File: src/rtl/aht10_pkg.sv
// Shared constants and types for the AHT10 target emulation:
// bus address, command opcodes, status bit layout and the bus FSM states.
package aht10_pkg;

    localparam logic [6:0] AHT10_ADDR = 7'h38;

    localparam logic [7:0] CMD_INIT = 8'hE1;
    localparam logic [7:0] CMD_TRIG = 8'hAC;
    localparam logic [7:0] CMD_SRST = 8'hBA;

    localparam int STAT_BUSY_BIT = 7;
    localparam int STAT_CAL_BIT  = 3;

    typedef enum logic [2:0] {
        ST_IDLE,
        ST_ADDR,
        ST_ADDR_ACK,
        ST_WR_BYTE,
        ST_WR_ACK,
        ST_RD_BYTE,
        ST_RD_ACK,
        ST_IGNORE
    } aht10_state_e;

    function automatic logic [7:0] status_byte(input logic busy, input logic cal);
        logic [7:0] s;
        s = '0;
        s[STAT_BUSY_BIT] = busy;
        s[STAT_CAL_BIT]  = cal;
        return s;
    endfunction

endpackage

File: src/rtl/i2c_bus_sync.sv
// Synchronises the asynchronous SCL/SDA pads into clk and derives
// single-cycle SCL edge strobes plus START/STOP condition strobes.
module i2c_bus_sync #(
    parameter int SYNC_STAGES = 2
) (
    input  logic clk,
    input  logic rst,
    input  logic scl_async,
    input  logic sda_async,
    output logic sda_s,
    output logic scl_rise,
    output logic scl_fall,
    output logic start,
    output logic stop
);

    logic [SYNC_STAGES-1:0] scl_sr;
    logic [SYNC_STAGES-1:0] sda_sr;
    logic                   scl_q;
    logic                   sda_q;
    logic                   scl_s;

    // Idle bus level is high, so the chains reset to 1 to avoid a false edge.
    always_ff @(posedge clk) begin
        if (rst) begin
            scl_sr <= '1;
            sda_sr <= '1;
            scl_q  <= 1'b1;
            sda_q  <= 1'b1;
        end else begin
            scl_sr <= (scl_sr << 1) | SYNC_STAGES'(scl_async);
            sda_sr <= (sda_sr << 1) | SYNC_STAGES'(sda_async);
            scl_q  <= scl_s;
            sda_q  <= sda_s;
        end
    end

    assign scl_s    = scl_sr[SYNC_STAGES-1];
    assign sda_s    = sda_sr[SYNC_STAGES-1];
    assign scl_rise = scl_s & ~scl_q;
    assign scl_fall = ~scl_s & scl_q;
    assign start    = scl_s & scl_q & sda_q & ~sda_s;
    assign stop     = scl_s & scl_q & ~sda_q & sda_s;

endmodule

File: src/rtl/aht10_i2c_target.sv
// AHT10 sensor emulation on an I2C bus: address match, write-command decode,
// measurement busy timer with snapshot, and 6-byte status/data read-back.
module aht10_i2c_target
    import aht10_pkg::*;
#(
    parameter logic [6:0] SLAVE_ADDR  = AHT10_ADDR,
    parameter int         MEAS_CYCLES = 3_750_000,
    parameter int         SYNC_STAGES = 2
) (
    input  logic        clk,
    input  logic        rst,
    input  logic        i2c_scl,
    input  logic        i2c_sda_i,
    output logic        i2c_sda_o,
    output logic        i2c_sda_oe,
    input  logic [19:0] hum_data,
    input  logic [19:0] temp_data,
    output logic        busy,
    output logic        cal_en,
    output logic        meas_done
);

    localparam int CW = (MEAS_CYCLES > 1) ? $clog2(MEAS_CYCLES) : 1;

    logic sda_s, scl_rise, scl_fall, start, stop;

    i2c_bus_sync #(.SYNC_STAGES(SYNC_STAGES)) u_sync (
        .clk       (clk),
        .rst       (rst),
        .scl_async (i2c_scl),
        .sda_async (i2c_sda_i),
        .sda_s     (sda_s),
        .scl_rise  (scl_rise),
        .scl_fall  (scl_fall),
        .start     (start),
        .stop      (stop)
    );

    aht10_state_e state, state_nx;
    logic [3:0]   bit_cnt, bit_cnt_nx;
    logic [7:0]   rx_sh, rx_nx;
    logic [7:0]   tx_sh, tx_nx;
    logic         oe_nx;
    logic [1:0]   wr_idx, wr_idx_nx;
    logic [2:0]   wr_cnt, wr_cnt_nx;
    logic         wr_frame, wr_frame_nx;
    logic [2:0]   rd_idx, rd_idx_nx;
    logic         buf_we;
    logic         cmd_stop;
    logic [7:0]   wr_buf [4];

    logic [CW-1:0] meas_cnt, cnt_nx;
    logic          busy_nx, cal_nx, expire;
    logic [19:0]   snap_hum, snap_temp;
    logic [2:0]    rd_sel;
    logic [7:0]    rd_byte;

    assign i2c_sda_o = 1'b0;

    // Byte 0 is always the live status; later bytes come from the snapshot.
    assign rd_sel = (state == ST_ADDR_ACK) ? 3'd0 : rd_idx;

    always_comb begin
        case (rd_sel)
            3'd0:    rd_byte = status_byte(busy, cal_en);
            3'd1:    rd_byte = snap_hum[19:12];
            3'd2:    rd_byte = snap_hum[11:4];
            3'd3:    rd_byte = {snap_hum[3:0], snap_temp[19:16]};
            3'd4:    rd_byte = snap_temp[15:8];
            3'd5:    rd_byte = snap_temp[7:0];
            default: rd_byte = 8'hFF;
        endcase
    end

    always_ff @(posedge clk) begin
        if (rst) begin
            state      <= ST_IDLE;
            bit_cnt    <= '0;
            rx_sh      <= '0;
            tx_sh      <= '0;
            i2c_sda_oe <= 1'b0;
            wr_idx     <= '0;
            wr_cnt     <= '0;
            wr_frame   <= 1'b0;
            rd_idx     <= '0;
            for (int i = 0; i < 4; i++) wr_buf[i] <= '0;
        end else begin
            state      <= state_nx;
            bit_cnt    <= bit_cnt_nx;
            rx_sh      <= rx_nx;
            tx_sh      <= tx_nx;
            i2c_sda_oe <= oe_nx;
            wr_idx     <= wr_idx_nx;
            wr_cnt     <= wr_cnt_nx;
            wr_frame   <= wr_frame_nx;
            rd_idx     <= rd_idx_nx;
            if (buf_we) wr_buf[wr_idx] <= rx_sh;
        end
    end

    // Bus FSM. SDA drive only moves on scl_fall, except START/STOP which release it.
    always_comb begin
        state_nx    = state;
        bit_cnt_nx  = bit_cnt;
        rx_nx       = rx_sh;
        tx_nx       = tx_sh;
        oe_nx       = i2c_sda_oe;
        wr_idx_nx   = wr_idx;
        wr_cnt_nx   = wr_cnt;
        wr_frame_nx = wr_frame;
        rd_idx_nx   = rd_idx;
        buf_we      = 1'b0;
        cmd_stop    = 1'b0;

        if (stop) begin
            state_nx    = ST_IDLE;
            oe_nx       = 1'b0;
            cmd_stop    = wr_frame;
            wr_frame_nx = 1'b0;
        end else if (start) begin
            state_nx    = ST_ADDR;
            bit_cnt_nx  = '0;
            oe_nx       = 1'b0;
            wr_frame_nx = 1'b0;
        end else begin
            case (state)
                ST_ADDR: begin
                    if (scl_rise && bit_cnt != 4'd8) begin
                        rx_nx      = {rx_sh[6:0], sda_s};
                        bit_cnt_nx = bit_cnt + 4'd1;
                    end else if (scl_fall && bit_cnt == 4'd8) begin
                        if (rx_sh[7:1] == SLAVE_ADDR) begin
                            state_nx = ST_ADDR_ACK;
                            oe_nx    = 1'b1;
                        end else begin
                            state_nx = ST_IGNORE;
                        end
                    end
                end
                ST_ADDR_ACK: begin
                    if (scl_fall) begin
                        bit_cnt_nx = '0;
                        if (rx_sh[0]) begin
                            state_nx  = ST_RD_BYTE;
                            tx_nx     = rd_byte;
                            oe_nx     = ~rd_byte[7];
                            rd_idx_nx = 3'd1;
                        end else begin
                            state_nx    = ST_WR_BYTE;
                            oe_nx       = 1'b0;
                            wr_idx_nx   = '0;
                            wr_cnt_nx   = '0;
                            wr_frame_nx = 1'b1;
                        end
                    end
                end
                ST_WR_BYTE: begin
                    if (scl_rise && bit_cnt != 4'd8) begin
                        rx_nx      = {rx_sh[6:0], sda_s};
                        bit_cnt_nx = bit_cnt + 4'd1;
                    end else if (scl_fall && bit_cnt == 4'd8) begin
                        buf_we   = 1'b1;
                        state_nx = ST_WR_ACK;
                        oe_nx    = 1'b1;
                        if (wr_idx != 2'd3) wr_idx_nx = wr_idx + 2'd1;
                        if (wr_cnt != 3'd7) wr_cnt_nx = wr_cnt + 3'd1;
                    end
                end
                ST_WR_ACK: begin
                    if (scl_fall) begin
                        state_nx   = ST_WR_BYTE;
                        oe_nx      = 1'b0;
                        bit_cnt_nx = '0;
                    end
                end
                ST_RD_BYTE: begin
                    if (scl_rise && bit_cnt != 4'd8) begin
                        bit_cnt_nx = bit_cnt + 4'd1;
                    end else if (scl_fall && bit_cnt == 4'd8) begin
                        state_nx = ST_RD_ACK;
                        oe_nx    = 1'b0;
                    end else if (scl_fall && bit_cnt != 4'd0) begin
                        tx_nx = {tx_sh[6:0], 1'b0};
                        oe_nx = ~tx_sh[6];
                    end
                end
                ST_RD_ACK: begin
                    if (scl_rise && sda_s) begin
                        state_nx = ST_IGNORE;
                    end else if (scl_fall) begin
                        state_nx   = ST_RD_BYTE;
                        tx_nx      = rd_byte;
                        oe_nx      = ~rd_byte[7];
                        bit_cnt_nx = '0;
                        if (rd_idx < 3'd6) rd_idx_nx = rd_idx + 3'd1;
                    end
                end
                default: ;
            endcase
        end
    end

    // Measurement timer: expiry is resolved before any command arriving in the same cycle.
    always_comb begin
        expire  = busy && (meas_cnt == '0);
        busy_nx = busy && !expire;
        cnt_nx  = (busy && !expire) ? meas_cnt - 1'b1 : meas_cnt;
        cal_nx  = cal_en;
        if (cmd_stop) begin
            if (wr_buf[0] == CMD_INIT && wr_cnt == 3'd3) begin
                cal_nx = 1'b1;
            end else if (wr_buf[0] == CMD_TRIG && wr_cnt == 3'd3) begin
                if (!busy_nx) begin
                    busy_nx = 1'b1;
                    cnt_nx  = CW'(MEAS_CYCLES - 1);
                end
            end else if (wr_buf[0] == CMD_SRST && wr_cnt == 3'd1) begin
                cal_nx  = 1'b0;
                busy_nx = 1'b0;
                cnt_nx  = '0;
            end
        end
    end

    always_ff @(posedge clk) begin
        if (rst) begin
            busy      <= 1'b0;
            cal_en    <= 1'b0;
            meas_cnt  <= '0;
            meas_done <= 1'b0;
            snap_hum  <= '0;
            snap_temp <= '0;
        end else begin
            busy      <= busy_nx;
            cal_en    <= cal_nx;
            meas_cnt  <= cnt_nx;
            meas_done <= expire;
            if (expire) begin
                snap_hum  <= hum_data;
                snap_temp <= temp_data;
            end
        end
    end

endmodule

File: config.mk
export PLATFORM = sky130hd
export DESIGN_NAME = aht10_i2c_target
export DESIGN_NICKNAME = d
export VERILOG_FILES = /design/src/rtl/aht10_pkg.sv /design/src/rtl/i2c_bus_sync.sv /design/src/rtl/aht10_i2c_target.sv
export SDC_FILE = /design/constraint.sdc
export NUM_CORES = 1
export LEC_CHECK = 0
export ABC_CLOCK_PERIOD_IN_PS = 3700
export CAP_MARGIN = 0
export CELL_PAD_IN_SITES_DETAIL_PLACEMENT = 1
export CELL_PAD_IN_SITES_GLOBAL_PLACEMENT = 1
export CORE_ASPECT_RATIO = 2
export CORE_UTILIZATION = 47
export DETAILED_ROUTE_END_ITERATION = 12
export PLACE_DENSITY_LB_ADDON = 0.1
export SLEW_MARGIN = 20
export SYNTH_ARGS = -nofsm -noshare
export SYNTH_HDL_FRONTEND = slang
export SYNTH_HIERARCHICAL = 1
export SYNTH_SLANG_ARGS = --single-unit
export TNS_END_PERCENT = 1
File: constraint.sdc
create_clock -name clk -period 3.7 [get_ports clk]
set_clock_uncertainty 0.05 [all_clocks]
set_input_delay 0.74 -clock clk [delete_from_list [all_inputs] [get_ports clk]]
set_output_delay 0.74 -clock clk [all_outputs]
set_load 0.03 [all_outputs]
==> results.toml, run 1 <==
[global_route]
track_usage = 0.269
grt_pass1_wl_um = 24800
overflow = 0
grt_max_degree = 85
antenna_found_initial = 0
grt_pass1_vias = 4912

[cts]
cts-resized-gates = 0
clk_latency_ps = 360
numCtsBuffers = 9
cts_max_path_buffers = 2
postCtsSetupBuffers = 0
root_buffer = "clkbuf_16"
clkTransAtPathRegs_ps = 80
clkSinkCount = 111
cts_tree = "built"
ctsHoldBuffers = 0
cts_max_level = 3

[synthesis]
synth_top_flop_cell = "dfxtp_1"
synth_nets = 704
ys_seq_area_frac = 0.421
synthArstFlopShare = 0
synthTopCellsByCount = "110 x nand2_1, 103 x dfxtp_1, 64 x a21oi_1"
ys_ff_latch = 111
syn_area_sq_um = 5470
synth_edf_count = 8
syn_area_per_cell_sq_um = 8.41
synth_area_leader_cell = "dfxtp_1"
synthTopCellsByArea = "dfxtp_1 38%, nand2_1 7.6%, a21oi_1 5.9%"
synthCells = 650
yosysTopAreaCellShare = 0.377
synth.distinct_cells = 74
yosysMostFrequentCell = "nand2_1"
yosysWarnings = 6

[die]
die_area_sq_um = 12100
initial_core_util = 0.484
fp.dieH_um = 155
core_area_sq_um = 11300
rows = 55
ios = 49
die_w_um = 78.3

[sta]
hold_viol = 0
worst_slack_ps = 965
relSlewSlack = 0.366
fmax_mhz = 366
rsz0062_at_grt = "false"
setup_viol = 0
fin_crit_ps = 2730
tightest_slew_ps = 950
final_max_slew_viol_count = 0
setup_tns_ps = 0
timing.final.crit_share = 0.739

[place]
io_buffers = 47
dpl.hpwl_um = 11800
pre_cts_ws_ps = 967
routabilityCongestion = 0.907
dpl_cell_area_sq_um = 6000
dp.cells = 804

[layout]
stdcell_area_sq_um = 6310
drive_gt1_frac = 0.0634
antenna_cells = 0
stdcell_count = 820
fin_nets = 727
syn_to_final_growth_pct = 15.4

[run]
max_cap_violations = 0

[route]
first_pass_iters = 4
antenna_left = 0
drtIter0Drc = 166
via_per_inst = 5.95
drcViolationCount = 0
num_vias = 4879
wl_per_cell_um = 19.2
routed_wl_um = 15700

[power]
powerDensity_nw_per_um2 = 374
ir_drop_v = 0.000273
leakagePower_nw = 2.21

[min_path]
hp-class = "reg -> reg"

[critical_path]
critPathArrivalTime_ps = 2740
worst_setup_path_end_kind = "register"
cp.required_ps = 3710
worstPathMaxFanout = 9
start_kind = "register"
worstSetupPathType = "reg -> reg"

[outcome]
outcome = "finished, final reports clean"
## layout by cell type (no fill, tap or decap), drive strengths merged, types with 4 or more instances in the layout
cell type      instances
a211oi                10
and2                  10
nor3                  19
nand2b                 9
clkbuf                 9
buf                   11
o2111ai                4
or2                    8
ha                    10
a31oi                  5
o41ai                  6
o31ai                  5
edfxtp                 8
or3                    9
and3                   6
dfxtp                103
nor2b                  6
nand3                  9
or4                    5
nand3b                10
nor4                   5
nor2                  39
o22ai                  9
nand2                110
mux2i                 19
and3b                  4
a221oi                 4
clkdlybuf4s50         46
inv                   21
a21oi                 64
nor3b                  7
o21ai                 16
and4b                  5
xor2                   7
## flip-flops by register name, indices dropped and copies added, names as in the netlist, 2 cells and up
name / cells
tx_sh: 7
u_sync/sda_sr: 2
u_sync/scl_sr: 2
rd_idx: 3
snap_hum: 20
wr_idx: 2
snap_temp: 20
wr_cnt: 3
rx_sh: 8
wr_buf: 8
meas_cnt: 22
bit_cnt: 4
state: 3
## layer usage
metal	global-route usage	routed length, um	vias up
li1	-	-	2378
met1	0.252	5520	2369
met2	0.525	8960	93
met3	0.0348	334	39
met4	0.170	887	0
met5	0	0	-
## power breakdown
group | switching [mW] | total (mW) | internal (mW)
registers | 0.00630 | 1.22 | 1.21
clock network | 0.480 | 1.01 | 0.533
logic | 0.0599 | 0.122 | 0.0623
## worst max-delay path: stages, from the launching register on
cell and delay, ps:
dfxtp_1 520, and4b_1 330, nor3_1 630, nand2_1 100, nor3_1 350, buf_4 230
or2_2 230
## metrics by stage
step                      hold slack (ps)  utilization  total power, mW
after floorplan                       333            -             1.30
after global placement                339        0.532             1.37
after detailed placement              348        0.532             1.37
after CTS                             367        0.558             2.37
after global routing                  398        0.559             2.43
final                                 361        0.559             2.36
## final cells by class
class	instances	area, sq um
well taps	142	178
flip-flops and latches	111	2300
clock inverters	7	77.6
inverters	18	67.6
clock buffers	9	225
repair buffers	57	541
multi-input cells	476	2920
fillers	1372	4980
## worst paths after layout
path         cells after the start                   startpoint  slack, ps                          end
max                              6  u_sync/sda_sr[1]$_SDFF_PP1_        970   wr_buf[0][6]$_SDFFCE_PN0P_
min                              1  u_sync/sda_sr[0]$_SDFF_PP1_        360  u_sync/sda_sr[1]$_SDFF_PP1_
max reg2reg                      6  u_sync/sda_sr[1]$_SDFF_PP1_        970   wr_buf[0][6]$_SDFFCE_PN0P_
min reg2reg                      1  u_sync/sda_sr[0]$_SDFF_PP1_        360  u_sync/sda_sr[1]$_SDFF_PP1_
## kinds of logic after synthesis
| family | after synthesis | synth area share |
|---|---|---|
| AO/OA/AOI/OAI | 158 | 0.192 |
| XOR/XNOR | 10 | 0.0160 |
| flip-flops | 111 | 0.421 |
| adder cells (fa/ha/maj) | 10 | 0.0229 |
| multiplexers | 21 | 0.0389 |
| AND/OR/NAND/NOR | 276 | 0.262 |
| other | 1 | 0.000686 |
| buffers and inverters | 63 | 0.0462 |
Note: power is estimated with default switching activity, not from simulation.
==> inputs of run 2 (changes only) <==
--- a/config.mk
+++ b/config.mk
@@ -5,12 +5,12 @@
 export SDC_FILE = /design/constraint.sdc
 export NUM_CORES = 1
 export LEC_CHECK = 0
-export ABC_CLOCK_PERIOD_IN_PS = 3700
+export ABC_CLOCK_PERIOD_IN_PS = 2450
 export CAP_MARGIN = 0
 export CELL_PAD_IN_SITES_DETAIL_PLACEMENT = 1
 export CELL_PAD_IN_SITES_GLOBAL_PLACEMENT = 1
 export CORE_ASPECT_RATIO = 2
-export CORE_UTILIZATION = 47
+export CORE_UTILIZATION = 39
 export DETAILED_ROUTE_END_ITERATION = 12
 export PLACE_DENSITY_LB_ADDON = 0.1
 export SLEW_MARGIN = 20
==> constraint.sdc (replaced) <==
create_clock -name clk -period 2.45 [get_ports clk]
set_clock_uncertainty 0.05 [all_clocks]
set_input_delay 0.49 -clock clk [delete_from_list [all_inputs] [get_ports clk]]
set_output_delay 0.49 -clock clk [all_outputs]
set_load 0.03 [all_outputs]
==> run 2 against run 1 <==
Against the previous run: routed wire length up 0.99%; cell count up 8.0%; via count up 1.7%; count of clock-buffer cells in the layout up 1; final area up 3.5%; non-clock buffer count up 22; sequential cell count unchanged; setup slack worse by 860 ps; first-iteration DRC count up 23%; maximum frequency up 16%; worst hold slack worse by 1.1 ps; global-route usage down 3.7 points.
==> results.toml, run 2 (synthesis results as in run 1) <==
[sta]
relSlewSlack = 0.437
timing.final.crit_share = 0.958
rsz0062_at_grt = "false"
fin_crit_ps = 2350
tightest_slew_ps = 824
final_max_slew_viol_count = 0
setup_viol = 0
fmax_mhz = 426
hold_viol = 0
setup_tns_ps = 0

[route]
antenna_left = 0
met2WireLength_um = 9090
drcViolationCount = 0
drtIter0Drc = 205
via_per_inst = 5.60
wl_met3_um = 347
wl_per_cell_um = 17.9
first_pass_iters = 4
num_vias = 4962
wl_met1_um = 5590
routed_wl_um = 15900
highest_layer = "met4"

[critical_path]
worst_setup_path_end_kind = "register"
reg2reg_setup_slack_ps = 100
cp.required_ps = 2630
reg2regPathDepth = 6
rr_endpoint = "tx_sh[3]$_SDFFE_PP0P_"
start_kind = "register"
critPathArrivalTime_ps = 2520
reg2reg_from = "rd_idx[1]$_SDFFE_PP0P_"
worstPathMaxFanout = 14
worstSetupPathType = "reg -> reg"

[global_route]
grt_pass1_wl_um = 26100
grt_pass1_vias = 5306
overflow = 0
grt_max_degree = 46
antenna_found_initial = 0
track_usage = 0.232

[die]
fp.dieH_um = 169
die_w_um = 85.7
ios = 49
rows = 60
core_area_sq_um = 13600
die_area_sq_um = 14500
initial_core_util = 0.402

[min_path]
hp-class = "reg -> reg"
min_path_cells = 1
hold_start = "u_sync/sda_sr[0]$_SDFF_PP1_"
min_to = "u_sync/sda_sr[1]$_SDFF_PP1_"

[place]
dpl_cell_area_sq_um = 6240
routabilityCongestion = 0.883
io_buffers = 47
dpl.hpwl_um = 12100

[power]
leakagePower_nw = 2.31
powerDensity_nw_per_um2 = 530
ir_drop_v = 0.000297
total_power_mw = 3.46

[cts]
clkTransAtPathRegs_ps = 80
cts_max_path_buffers = 2
root_buffer = "clkbuf_16"
cts_tree = "built"
clkSinkCount = 111
clk_latency_ps = 360
numCtsBuffers = 9
cts_max_level = 3
ctsHoldBuffers = 0

[layout]
drive_gt1_frac = 0.0886
final.fill_count = 1624
largest_reg_flops = 22
largest-register = "meas_cnt"
antenna_cells = 0
reg.largest.list = "meas_cnt x22, snap_hum x20, snap_temp x20"
fin_nets = 749
layout_commonest_cell = "nand2_1"
layout.cells.most_common_list = "110 x nand2_1, 103 x dfxtp_1, 64 x a21oi_1"
syn_to_final_growth_pct = 19.5
stdcell_area_sq_um = 6530

[outcome]
outcome = "finished, final reports clean"

[run]
max_cap_violations = 0
## run 2: what timing repair did
action	4_1_cts	5_1_grt
setup buffers	0	0
resized for setup	0	1
endpoints found under the setup margin	0	1
## run 2: how the worst max path moves through the flow
| stage | startpoint | to | slack, ps |
|---|---|---|---|
| after floorplan | meas_cnt[19]$_SDFF_PP0_ | meas_cnt[0]$_SDFF_PP0_ | 270 |
| after global placement | rd_idx[1]$_SDFFE_PP0P_ | tx_sh[3]$_SDFFE_PP0P_ | 180 |
| after detailed placement | rd_idx[1]$_SDFFE_PP0P_ | tx_sh[3]$_SDFFE_PP0P_ | 140 |
| after CTS | busy$_SDFF_PP0_ | busy | 110 |
| after global routing | u_sync/scl_sr[1]$_SDFF_PP1_ | bit_cnt[1]$_SDFFE_PP0P_ | 20 |
| final | rd_idx[1]$_SDFFE_PP0P_ | tx_sh[3]$_SDFFE_PP0P_ | 100 |
## run 2: power by group
| part | internal (mW) | switching [mW] |
|---|---|---|
| sequential | 1.83 | 0.00747 |
| combinational | 0.0994 | 0.0934 |
| clock | 0.710 | 0.718 |
| total | 2.64 | 0.819 |
## run 2: worst max-delay path: stages, from the launching register on
cell,delay (ps)
dfxtp_1,660
buf_4,260
o21ai_0,110
o31a_1,120
a2111oi_0,720
buf_4,230
o41ai_1,70
## run 2: stage by stage
step	hold slack (ps)	worst slack, ps	std cells	utilization
6_report	360	102	886	0.481
5_1_grt	379	22.7	886	0.481
4_1_cts	368	105	886	0.481
3_5_place_dp	353	138	870	0.460
3_3_place_gp	350	175	870	0.460
2_1_floorplan	333	274	650	-
## run 2: routing by layer
metal	global-route usage	up-vias
met4	0.132	0
met1	0.212	2403
li1	-	2423
met2	0.469	92
met5	0	-
met3	0.0321	44
## run 2: cell type report
| class | count | area [sq um] | area share |
|---|---|---|---|
| Clock buffer | 10 | 229 | 0.0351 |
| Clock inverter | 6 | 56.3 | 0.00862 |
| Tap cell | 186 | 233 | 0.0356 |
| Timing Repair Buffer | 79 | 731 | 0.112 |
| Inverter | 18 | 67.6 | 0.0103 |
| Multi-Input combinational cell | 476 | 2910 | 0.446 |
| Sequential cell | 111 | 2300 | 0.353 |
==> inputs of run 3 (changes only) <==
--- a/config.mk
+++ b/config.mk
@@ -10,10 +10,10 @@
 export CELL_PAD_IN_SITES_DETAIL_PLACEMENT = 1
 export CELL_PAD_IN_SITES_GLOBAL_PLACEMENT = 1
 export CORE_ASPECT_RATIO = 2
-export CORE_UTILIZATION = 39
+export CORE_UTILIZATION = 43
 export DETAILED_ROUTE_END_ITERATION = 12
+export DONT_BUFFER_PORTS = 1
 export PLACE_DENSITY_LB_ADDON = 0.1
-export SLEW_MARGIN = 20
 export SYNTH_ARGS = -nofsm -noshare
 export SYNTH_HDL_FRONTEND = slang
 export SYNTH_HIERARCHICAL = 1
==> run 3 against run 2 <==
Against the previous run: cell count shrank 9.1%; critical path depth grew 1; first-iteration DRC count shrank 24%; maximum frequency grew 4.4%; largest power group unchanged; sequential power about the same.
==> results.toml, run 3 (synthesis results as in run 1) <==
[layout]
antenna_cells = 0
finish.utilization = 0.496
largest-register = "meas_cnt"
syn_to_final_growth_pct = 11.3
drive_gt1_frac = 0.103
layout_commonest_cell = "nand2_1"
stdcell_area_sq_um = 6090
fin_nets = 707
largest_reg_flops = 22
reg.largest.list = "meas_cnt x22, snap_hum x20, snap_temp x20"
layout.cells.most_common_list = "110 x nand2_1, 103 x dfxtp_1, 64 x a21oi_1"

[sta]
hold_viol = 0
relSlewSlack = 0.460
worst_slack_ps = 202
setup_viol = 0
tightest_slew_ps = 789
final_max_slew_viol_count = 0
fin_crit_ps = 2250
setup_tns_ps = 0
rsz0062_at_grt = "false"
timing.final.crit_share = 0.918
fmax_mhz = 445

[critical_path]
cp-startpoint = "meas_cnt[18]$_SDFF_PP0_"
path_buf_inv = 1
start_kind = "register"
worst_setup_path_end_kind = "register"
worstSetupPathType = "reg -> reg"
path_delay_family = "simple AND/OR/NAND/NOR gates"
reg2reg_from = "meas_cnt[18]$_SDFF_PP0_"
slowest_stage = "or4_4"
critPathArrivalTime_ps = 2470
path_cells = "or4_4 -> or3_1 -> o21ai_4 -> inv_2 -> ha_1 -> nor2_1 -> a211oi_1"
cpPeakStageDelay_ps = 540
worstPathMaxFanout = 9
cp.required_ps = 2670

[cts]
ctsHoldBuffers = 0
cts_max_level = 3
postCtsSetupBuffers = 0
cts_max_path_buffers = 2
root_buffer = "clkbuf_16"
numCtsBuffers = 9
cts-resized-gates = 0
clk_latency_ps = 360
cts_tree = "built"
clkTransAtPathRegs_ps = 80
clkSinkCount = 111

[power]
seq_power_share = 0.522
powerDensity_nw_per_um2 = 580
ir_drop_v = 0.000439
switching_power_mw = 0.831
p_sw_frac = 0.235
leakagePower_nw = 2.17
internal-power_mw = 2.70
p_comb_frac = 0.028
total_power_mw = 3.53
power_frac_clock = 0.451

[route]
wl_per_cell_um = 19.7
antenna_left = 0
num_vias = 4826
routed_wl_um = 15800
first_pass_iters = 6
via_per_inst = 6.00
drtIter0Drc = 156
drcViolationCount = 0

[die]
initial_core_util = 0.446
ios = 49
die_w_um = 81.7
rows = 57
fp.dieH_um = 161
core_area_sq_um = 12300
die_area_sq_um = 13200

[place]
dpl_cell_area_sq_um = 5760
pre_cts_ws_ps = 151
io_buffers = 0
routabilityCongestion = 0.857
dpl.hpwl_um = 12000

[run]
max_cap_violations = 0

[global_route]
antenna_found_initial = 0
grt_pass1_wl_um = 25400
overflow = 0
track_usage = 0.255
grt_pass1_vias = 5165
grt_max_degree = 86

[outcome]
outcome = "finished, final reports clean"

[min_path]
hp-class = "in -> reg"
hold_start = "rst"
## run 3: worst paths after layout
path	end	slack [ps]	depth (start not counted)
hold / removal	wr_idx[0]$_SDFFE_PP0P_	160	1
hold reg to reg	u_sync/sda_sr[1]$_SDFF_PP1_	370	1
setup / recovery	meas_cnt[0]$_SDFF_PP0_	200	7
setup reg to reg	meas_cnt[0]$_SDFF_PP0_	200	7
## run 3: routing by layer
layer	wire length (um)	track usage
met2	9000	0.488
met5	0	0
met3	412	0.0401
met4	1020	0.172
met1	5420	0.229
## run 3: power groups by stage
stage	Sequential (mW)	Clock, mW	Combinational (mW)
floorplan	1.88	0	0.0850
global placement	1.89	0	0.0943
detailed placement	1.89	0	0.0968
CTS	1.84	1.63	0.0973
global route	1.85	1.69	0.107
finish	1.84	1.59	0.0976
## run 3: worst register-to-register path, cell delays in order, from the launching register on
cell	delay, ps
dfxtp_1	340
or4_4	540
or3_1	390
o21ai_4	180
inv_2	110
ha_1	290
nor2_1	40
a211oi_1	220
## run 3: final cells by class
| type | count | area (sq um) |
|---|---|---|
| timing repair buffer | 37 | 290 |
| tap | 147 | 184 |
| clock buffer | 9 | 225 |
| inverter | 18 | 67.6 |
| multi-input combinational | 476 | 2910 |
| sequential | 111 | 2300 |
| fill | 1478 | 6180 |
| clock inverter | 7 | 105 |
## run 3: through the flow
stage                     hold WS [ps]  instances
after floorplan                    333        650
after global placement             347        789
after detailed placement           363        789
after CTS                          137        805
after global routing               144        805
final                              157        805
